File: src/rtl/uart_pkg.sv
// rtl/uart_pkg.sv - shared UART types and constants for the TX scheduler and friends
package uart_pkg;

  // Scheduler frame lifecycle: grant, launch pulse, wait for busy, frame, idle gap
  typedef enum logic [2:0] {
    IDLE      = 3'd0,
    LAUNCH    = 3'd1,
    WAIT_BUSY = 3'd2,
    WAIT_DONE = 3'd3,
    GAP       = 3'd4
  } sched_state_t;

  // Line levels of the framing bits
  localparam logic START_BIT = 1'b0;
  localparam logic STOP_BIT  = 1'b1;

  // Parity type encodings carried on req_parity_type / tx_parity_type
  localparam logic PAR_EVEN = 1'b0;
  localparam logic PAR_ODD  = 1'b1;

endpackage

File: src/rtl/uart_tx_scheduler_if.sv
// rtl/uart_tx_scheduler_if.sv - requester and transmitter handshake bundle for the TX scheduler
interface uart_tx_scheduler_if #(
  parameter int WIDTH = 8,
  parameter int N_REQ = 4
);

  // Requester side
  logic [N_REQ-1:0]       req_valid;
  logic [N_REQ*WIDTH-1:0] req_data;
  logic [N_REQ-1:0]       req_parity_en;
  logic [N_REQ-1:0]       req_parity_type;
  logic [N_REQ-1:0]       req_ready;

  // Transmitter side
  logic                   tx_busy;
  logic                   tx_data_valid;
  logic [WIDTH-1:0]       tx_p_data;
  logic                   tx_parity_en;
  logic                   tx_parity_type;

  // Scheduler view: accepts requests, drives the transmitter
  modport master (
    input  req_valid, req_data, req_parity_en, req_parity_type, tx_busy,
    output req_ready, tx_data_valid, tx_p_data, tx_parity_en, tx_parity_type
  );

  // Environment view: producers plus the UART TX datapath
  modport slave (
    output req_valid, req_data, req_parity_en, req_parity_type, tx_busy,
    input  req_ready, tx_data_valid, tx_p_data, tx_parity_en, tx_parity_type
  );

endinterface

File: src/rtl/rr_arbiter.sv
// rtl/rr_arbiter.sv - combinational round-robin arbiter searching from ptr+1 with wrap-around
module rr_arbiter #(
  parameter int N  = 4,
  parameter int IW = $clog2(N)
) (
  input  logic [N-1:0]  req,
  input  logic [IW-1:0] ptr,
  output logic [N-1:0]  gnt,
  output logic [IW-1:0] gnt_idx,
  output logic          any
);

  // First requesting index after the last winner gets the grant; last winner is checked last
  always_comb begin
    logic          found;
    logic [IW-1:0] idx;
    gnt     = '0;
    gnt_idx = '0;
    any     = |req;
    found   = 1'b0;
    idx     = '0;
    for (int k = 1; k <= N; k++) begin
      idx = IW'((int'(ptr) + k) % N);
      if (!found && req[idx]) begin
        found      = 1'b1;
        gnt[idx]   = 1'b1;
        gnt_idx    = idx;
      end
    end
  end

endmodule

File: src/rtl/uart_tx_scheduler.sv
// rtl/uart_tx_scheduler.sv - round-robin scheduler sharing one UART transmitter among N_REQ requesters
module uart_tx_scheduler
  import uart_pkg::*;
#(
  parameter int WIDTH         = 8,
  parameter int N_REQ         = 4,
  parameter int GAP_CYCLES    = 0,
  parameter int START_TIMEOUT = 15
) (
  input  logic                     clk,
  input  logic                     rst,
  uart_tx_scheduler_if.master      bus,
  output logic [$clog2(N_REQ)-1:0] grant_id,
  output logic                     active,
  output logic                     start_err
);

  localparam int IW = $clog2(N_REQ);
  localparam int CW = 16;

  sched_state_t     state;
  logic [IW-1:0]    rr_ptr;
  logic [CW-1:0]    cnt;

  logic             tx_dv_q;
  logic [WIDTH-1:0] tx_data_q;
  logic             tx_pen_q;
  logic             tx_pty_q;

  logic [N_REQ-1:0] arb_gnt;
  logic [IW-1:0]    arb_idx;
  logic             arb_any;
  logic             accept;

  rr_arbiter #(
    .N  (N_REQ),
    .IW (IW)
  ) u_arb (
    .req     (bus.req_valid),
    .ptr     (rr_ptr),
    .gnt     (arb_gnt),
    .gnt_idx (arb_idx),
    .any     (arb_any)
  );

  // A grant only happens in IDLE with the transmitter quiet; reset masks the decode
  assign accept        = (state == IDLE) && arb_any && !bus.tx_busy && !rst;
  assign bus.req_ready = accept ? arb_gnt : '0;

  assign bus.tx_data_valid  = tx_dv_q;
  assign bus.tx_p_data      = tx_data_q;
  assign bus.tx_parity_en   = tx_pen_q;
  assign bus.tx_parity_type = tx_pty_q;

  // Frame scheduler: latch on accept, pulse launch, supervise busy, then enforce the idle gap
  always_ff @(posedge clk) begin
    if (rst) begin
      state     <= IDLE;
      rr_ptr    <= IW'(N_REQ - 1);
      cnt       <= '0;
      grant_id  <= '0;
      active    <= 1'b0;
      start_err <= 1'b0;
      tx_dv_q   <= 1'b0;
      tx_data_q <= '0;
      tx_pen_q  <= 1'b0;
      tx_pty_q  <= 1'b0;
    end else begin
      tx_dv_q   <= 1'b0;
      start_err <= 1'b0;
      case (state)
        IDLE: begin
          if (accept) begin
            tx_data_q <= bus.req_data[arb_idx*WIDTH +: WIDTH];
            tx_pen_q  <= bus.req_parity_en[arb_idx];
            tx_pty_q  <= bus.req_parity_type[arb_idx];
            grant_id  <= arb_idx;
            rr_ptr    <= arb_idx;
            active    <= 1'b1;
            tx_dv_q   <= 1'b1;
            state     <= LAUNCH;
          end
        end
        LAUNCH: begin
          // cnt tracks cycles since the launch pulse
          cnt   <= CW'(1);
          state <= WAIT_BUSY;
        end
        WAIT_BUSY: begin
          if (bus.tx_busy) begin
            cnt   <= '0;
            state <= WAIT_DONE;
          end else if (cnt >= CW'(START_TIMEOUT - 1)) begin
            // Transmitter never took the frame: flag it and drop the frame
            start_err <= 1'b1;
            active    <= 1'b0;
            cnt       <= '0;
            state     <= IDLE;
          end else begin
            cnt <= cnt + 1'b1;
          end
        end
        WAIT_DONE: begin
          if (!bus.tx_busy) begin
            cnt <= '0;
            if (GAP_CYCLES > 0) begin
              state <= GAP;
            end else begin
              active <= 1'b0;
              state  <= IDLE;
            end
          end
        end
        GAP: begin
          if (cnt >= CW'(GAP_CYCLES - 1)) begin
            cnt    <= '0;
            active <= 1'b0;
            state  <= IDLE;
          end else begin
            cnt <= cnt + 1'b1;
          end
        end
        default: begin
          active <= 1'b0;
          cnt    <= '0;
          state  <= IDLE;
        end
      endcase
    end
  end

endmodule

File: src/flat_wrapper.sv
// flat-port wrapper written by rule: the top's interface ports become plain ports
module uart_tx_scheduler_flat import uart_pkg::*;
#(
  parameter int WIDTH         = 8,
  parameter int N_REQ         = 4,
  parameter int GAP_CYCLES    = 0,
  parameter int START_TIMEOUT = 15
)
  (clk, rst, grant_id, active, start_err, bus_req_valid, bus_req_data, bus_req_parity_en, bus_req_parity_type, bus_tx_busy, bus_req_ready, bus_tx_data_valid, bus_tx_p_data, bus_tx_parity_en, bus_tx_parity_type);
  uart_tx_scheduler_if #(.WIDTH(WIDTH), .N_REQ(N_REQ)) bus_i ();
  input  logic clk;
  input  logic rst;
  output logic [$clog2(N_REQ)-1:0] grant_id;
  output logic active;
  output logic start_err;
  input wire logic [$bits(bus_i.req_valid)-1:0] bus_req_valid;
  input wire logic [$bits(bus_i.req_data)-1:0] bus_req_data;
  input wire logic [$bits(bus_i.req_parity_en)-1:0] bus_req_parity_en;
  input wire logic [$bits(bus_i.req_parity_type)-1:0] bus_req_parity_type;
  input wire logic [$bits(bus_i.tx_busy)-1:0] bus_tx_busy;
  output wire logic [$bits(bus_i.req_ready)-1:0] bus_req_ready;
  output wire logic [$bits(bus_i.tx_data_valid)-1:0] bus_tx_data_valid;
  output wire logic [$bits(bus_i.tx_p_data)-1:0] bus_tx_p_data;
  output wire logic [$bits(bus_i.tx_parity_en)-1:0] bus_tx_parity_en;
  output wire logic [$bits(bus_i.tx_parity_type)-1:0] bus_tx_parity_type;
  assign bus_i.req_valid = bus_req_valid;
  assign bus_i.req_data = bus_req_data;
  assign bus_i.req_parity_en = bus_req_parity_en;
  assign bus_i.req_parity_type = bus_req_parity_type;
  assign bus_i.tx_busy = bus_tx_busy;
  assign bus_req_ready = bus_i.req_ready;
  assign bus_tx_data_valid = bus_i.tx_data_valid;
  assign bus_tx_p_data = bus_i.tx_p_data;
  assign bus_tx_parity_en = bus_i.tx_parity_en;
  assign bus_tx_parity_type = bus_i.tx_parity_type;
  uart_tx_scheduler #(.WIDTH(WIDTH), .N_REQ(N_REQ), .GAP_CYCLES(GAP_CYCLES), .START_TIMEOUT(START_TIMEOUT)) u_core (.clk(clk), .rst(rst), .bus(bus_i), .grant_id(grant_id), .active(active), .start_err(start_err));
endmodule
File: config.mk
export PLATFORM = sky130hd
export DESIGN_NAME = uart_tx_scheduler_flat
export DESIGN_NICKNAME = d
export VERILOG_FILES = /design/src/rtl/uart_pkg.sv /design/src/rtl/uart_tx_scheduler_if.sv /design/src/rtl/rr_arbiter.sv /design/src/rtl/uart_tx_scheduler.sv /design/src/flat_wrapper.sv
export SDC_FILE = /design/constraint.sdc
export NUM_CORES = 1
export LEC_CHECK = 0
export ABC_AREA = 1
export CAP_MARGIN = 20
export CORE_ASPECT_RATIO = 0.75
export CORE_MARGIN = 3
export CORE_UTILIZATION = 40
export CTS_CLUSTER_SIZE = 14
export DETAILED_ROUTE_END_ITERATION = 10
export GPL_TIMING_DRIVEN = 0
export HOLD_SLACK_MARGIN = 0.15
export PLACE_DENSITY = 0.77
export RECOVER_POWER = 25
export SLEW_MARGIN = 20
export SYNTH_ARGS = -nofsm -noshare
export SYNTH_HDL_FRONTEND = slang
export SYNTH_SLANG_ARGS = --single-unit
File: constraint.sdc
create_clock -name clk -period 4.2 [get_ports clk]
set_input_delay 0.63 -clock clk [delete_from_list [all_inputs] [get_ports clk]]
set_output_delay 0.63 -clock clk [all_outputs]
set_load 0.02 [all_outputs]
# --- Word-level counts from Yosys, hierarchy flattened ---
# Cells that the tools add are included.
word_totals:
  regBits: 36
  latchBits: 0
  mem_bits_rw: 0
  romBits: 0
  inputBits: 47
  out_inout_bits: 19
  elab_cells: 117
  n_memories: 0
op_classes:
  add_sub_neg: 5
  mul: 0
  div: 0
  n_lt_le_gt_ge: 11
  n_eq_ne: 10
  shift: 1
  muxes: 51
  bitwise_logic: 6
  n_reduce_logical: 23
op_table:
  columns: ["operator", "n"]
  rows:
  - ["one-hot mux 16 bit (5 select lines)", 1]
  - ["two-way mux 16 bit", 4]
  - ["indexed part select 32 x 6 -> 8 bit", 1]
  - ["two-way mux 1 bit", 20]
  - ["two-way mux 4 bit", 5]
  - ["adder 16 x 1 -> 16 bit (second input constant)", 1]
  - ["greater-or-equal comparator 16 bit (second input constant)", 1]
  - ["greater-or-equal comparator 16 x 4 -> 1 bit (second input constant)", 1]
  - ["less-than comparator 2 x 3 -> 1 bit (second input constant)", 5]
  - ["two-way mux 3 bit", 5]
  - ["one-hot mux 3 bit (5 select lines)", 1]
  - ["binary-select mux 1 bit (select 2 bit)", 6]
  - ["bitwise OR 4 bit", 3]
  - ["logical AND 1 bit", 10]
  - ["demux 1 bit (select 2 bit)", 4]
  - ["greater-or-equal comparator 2 x 1 -> 1 bit (second input constant)", 4]
  - ["two-way mux 2 bit", 4]
  - ["equality test 3 x 2 -> 1 bit (second input constant)", 2]
  - ["!= test 2 x 1 -> 1 bit (second input constant)", 3]
  - ["AND reduction 6 bit", 1]
  - ["zero test 1 bit", 5]
  - ["one-hot mux 1 bit (5 select lines)", 1]
  - ["adder 2 x 1 -> 2 bit (second input constant)", 2]
  - ["adder 2 bit (second input constant)", 2]
  - ["other kinds (11)", 15]

# --- Longest topological paths before layout ---
depth:
  ltp_word: 15
  ltp_mapped: 17

# --- Modules after synthesis ---
# From an unflattened synthesis, not the netlist that was laid out.
unflattened:
  hier_cells: 336
  area_unflattened_um2: 2316.0
by_module_without_submodules:
  columns: ["module", "n_inst", "cells_per_inst", "area_per_inst_um2"]
  rows:
  - ["uart_tx_scheduler", 1, 253, 1754.2]
  - ["rr_arbiter", 1, 83, 561.8]

# --- Worst setup path before layout ---
# OpenSTA, ideal clock, no wires.
synth_timing:
  kind: "flip-flop to output port"
  start: "register u_core.rr_ptr[1]"
  end: "output port bus_req_ready[0]"
  t_arrival_ns: 1.894
  setup_slack_ns: 1.676
  path_stages_with_launch: 10
  n_path_buf: 0
  cell_sequence: "dfxtp_1 -> inv_1 -> ha_1 -> inv_1 -> nand3_4 -> nand2_4 -> nor2_8 -> nand3_1 -> a31o_2 -> inv_1"
synth_via:
  elab_chain_len: 14
  word_cells_on_any_way: 49
synth_rtl:
  columns: ["element", "line", "text"]
  rows:
  - ["start: declaration", "uart_tx_scheduler.sv:22", "logic [IW-1:0] rr_ptr;"]
  - ["start signal: assignment", "uart_tx_scheduler.sv:59", "rr_ptr <= IW'(N_REQ - 1);"]
  - ["start signal: assignment", "uart_tx_scheduler.sv:78", "rr_ptr <= arb_idx;"]
  - ["parallel branches: the longest is 12 deep, another holds less-than comparator 2 x 3 -> 1 bit", null, null]
  - ["two-way mux 4 bit *", "rr_arbiter.sv:24", "if (!found && req[idx]) begin"]
  - ["two-way mux 4 bit *", "uart_tx_scheduler.sv:48", "assign bus.req_ready = accept ? arb_gnt : '0;"]
  - ["end: declaration", "flat_wrapper.sv:21", "output wire logic [$bits(bus_i.req_ready)-1:0] bus_req_ready;"]
# Every way passes the cells marked *. The select of a mux whose other input is x is not followed.

# --- Worst setup path in the final report ---
layout_timing:
  start: "input port bus_req_valid[0]"
  end: "output port bus_req_ready[1]"
layout_via:
  elab_chain_len: 13
  word_cells_on_any_way: 29
layout_rtl:
  columns: ["element", "line", "text"]
  rows:
  - ["start: declaration", "flat_wrapper.sv:16", "input wire logic [$bits(bus_i.req_valid)-1:0] bus_req_valid;"]
  - ["binary-select mux 1 bit (select 2 bit)", "rr_arbiter.sv:24", null]
  - ["two-way mux 1 bit (implied by the code)", "rr_arbiter.sv:24", null]
  - ["two-way mux 1 bit", "rr_arbiter.sv:24", null]
  - ["zero test 1 bit", "rr_arbiter.sv:24", null]
  - ["logical AND 1 bit", "rr_arbiter.sv:24", null]
  - ["two-way mux 1 bit", "rr_arbiter.sv:24", null]
  - ["zero test 1 bit", "rr_arbiter.sv:24", null]
  - ["logical AND 1 bit", "rr_arbiter.sv:24", null]
  - ["two-way mux 1 bit", "rr_arbiter.sv:24", null]
  - ["zero test 1 bit", "rr_arbiter.sv:24", null]
  - ["logical AND 1 bit", "rr_arbiter.sv:24", null]
  - ["two-way mux 4 bit", "rr_arbiter.sv:24", null]
  - ["two-way mux 4 bit *", "uart_tx_scheduler.sv:48", null]
# Mark *: on every way between the ends. The rest lies on a longest branch, timed or not. The select of a mux whose other input is x is not followed.

==> metrics.cfg <==
[place]
dpl_cell_area_um2=3110
dp_hpwl_mm=4.84
numPlacedInstances=470
place_ws_ns=0.534
port_buffers=64
place.gp.congestion=0.842

[die]
rows=23
die_h_um=72.8
fp.dieArea_um2=6910
initial_utilization=0.428
die_x_um=95.0
pin_count=66
core_area_um2=5550

[layout]
final_nets=463
area_delta_synth_final_pct=34.4
final_layout_size_suffix_gt1_frac=0.114
fin_cells=478
n_antenna_cell=0
finish.instance_area_um2=3190
layout_commonest_cell=nand3_1
final_cell_mix=nand3_1, nand2_1, clkdlybuf4s50_1

[outcome]
status=finished clean

[power]
peakVddDrop_v=0.000264
power_mw=2.20
p_per_area_nw_per_um2=690
leakagePower_nw=1.48

[grt]
grt_usage=0.181
grt_pass1_wl_mm=9.97
antenna_found_initial=0
grt_start_max_net_pins=12
grt_overflow=0
grt_pass1_vias=2137

[yosys]
async_flop_share=0
synth-seq-cells=35
seq_area_frac_synth=0.295
synth_area_per_cell_um2=7.18
synth_fp_nets=392
netlist_instances=331
synthFlopType=dfxtp_1
synth_warnings=0
synth_enable_flop_cells=0
synth_cell_types=32
syn-cell-area_um2=2380

[cts]
clockBufferDepth=2
clk_pin_slew_worst_paths_ns=0.07
ctsResizeCount=0
cts_setup_buffers=0
cts-hold-fix-buffers=0
cts_tree=built
h-tree-depth=2
clock_latency_ns=0.29
cts_made_buffers=5
cts_root_buf=clkbuf_8
clock-sinks=35

[setup_path]
critPathKind=in -> out
rr_endpoint=u_core.bus.tx_parity_en
setup.worst_path.start=bus_req_valid[0]
cp-end-kind=primary output
cp-endpoint=bus_req_ready[1]
reg2reg_depth=16
rrSetupSlack_ns=1.61
worstSetupStartpointType=primary input
cp.required_ns=3.57
worstPathArrival_ns=3.04
r2r_start=u_core.rr_ptr[1]
crit_fanout=10

[flow_run]
maxCapViolCount=0

[routing]
drc=0
via_count=2399
drtPass1Iterations=4
routedWlPerCell_um=12.9
first_iter_violations=106
ant_nets=0
viasPerCell=5.02
wl_mm=6.19

[timing]
slew_violations=0
rsz0062_at_grt=false
tightest_slew_ns=0.485
fin_crit_ns=3.67
relSlewSlack=0.677
clock_skew_ns=0.00615
fin_setup_tns_ns=0
timing.fmax_ghz=0.273
setup_viol=0
final_hold_viol_count=0
setup_slack_ns=0.534
min_period_over_period=0.873

[hold_path]
min_path_type=reg -> reg

## layer usage
layer	GRT usage	routed length [um]	vias to the layer above
li1	-	-	1231
met1	0.256	2910	1093
met2	0.283	2730	73
met3	0.0474	524	2
met4	0.0288	19	0
met5	0	0	-
## report_power, final
| part | switching [mW] | internal [mW] | leakage, nW |
|---|---|---|---|
| clock network | 0.118 | 0.113 | 0.0477 |
| logic | 0.924 | 0.583 | 1.15 |
| registers | 0.0580 | 0.408 | 0.285 |
## critical path, cell delays in order
cell and delay, ns:
clkdlybuf4s50_1 0.50, inv_1 0.08, nand4_1 0.13, nand4_1 0.33, inv_1 0.33, buf_2 0.29, nand2_1 0.10, inv_1 0.05
clkdlybuf4s50_1 0.59
## per-stage QoR
stage	util	hold slack, ns
after floorplan	-	0.419
after detailed placement	0.560	0.432
after CTS	0.575	0.444
final	0.575	0.444
after global routing	0.575	0.462
after global placement	0.560	0.427
## worst min-delay path by stage
stage	start	end	slack (ns)	cells after the start
after global placement	u_core.cnt[8]	u_core.cnt[8]	0.43	2
after CTS	u_core.cnt[8]	u_core.cnt[8]	0.44	2
final	u_core.cnt[9]	u_core.cnt[9]	0.44	2
after global routing	u_core.cnt[14]	u_core.cnt[14]	0.46	2
after floorplan	u_core.cnt[9]	u_core.cnt[9]	0.42	2
after detailed placement	u_core.cnt[8]	u_core.cnt[8]	0.43	2
## Yosys cell counts (2+ instances only)
library cell	number	share of area
buf_2	3	0.0063
buf_6	6	0.028
inv_2	3	0.0047
ha_1	14	0.074
inv_1	41	0.065
nor2_1	14	0.022
a31oi_1	2	0.0053
a22oi_1	4	0.013
nand3_2	2	0.0084
nor2_8	2	0.017
a21oi_1	7	0.015
nand4_1	5	0.013
xor2_1	2	0.0074
nand3_4	3	0.022
clkbuf_1	4	0.0063
nand2_1	64	0.10
dfxtp_1	35	0.29
a31o_2	3	0.011
o21ai_0	10	0.021
nor3_1	9	0.019
nand3_1	77	0.16
nand2_2	5	0.013
nand2_4	7	0.033
## kinds of logic (layout without fill, tap and decap cells)
| family | after synthesis | in the layout | share of synthesized area |
|---|---|---|---|
| flip-flops | 35 | 35 | 0.295 |
| buffers and inverters | 60 | 132 | 0.121 |
| AO/OA/AOI/OAI | 29 | 29 | 0.0753 |
| XOR/XNOR | 2 | 2 | 0.00737 |
| adder cells (fa/ha/maj) | 14 | 14 | 0.0737 |
| AND/OR/NAND/NOR | 191 | 191 | 0.428 |
## registers in the layout, indices dropped and copies added (netlist names)
register and flops:
u_core.grant_id 2, u_core.rr_ptr 2, u_core.state 2, u_core.bus.tx_p_data 8, u_core.start_err 1, u_core.active 1
u_core.bus.tx_parity_type 1, u_core.bus.tx_data_valid 1, u_core.bus.tx_parity_en 1, u_core.cnt 16
## layout make-up
cell class                 count  area (um^2)
buffer                        14          104
clock buffer                   5         68.8
clock inverter                 3         15.0
fill                         511         2360
inverter                      46          183
multi-input combinational    236         1390
sequential                    35          701
tap                           75         93.8
timing repair buffer          64          641
(Power assumes the default switching activity.)
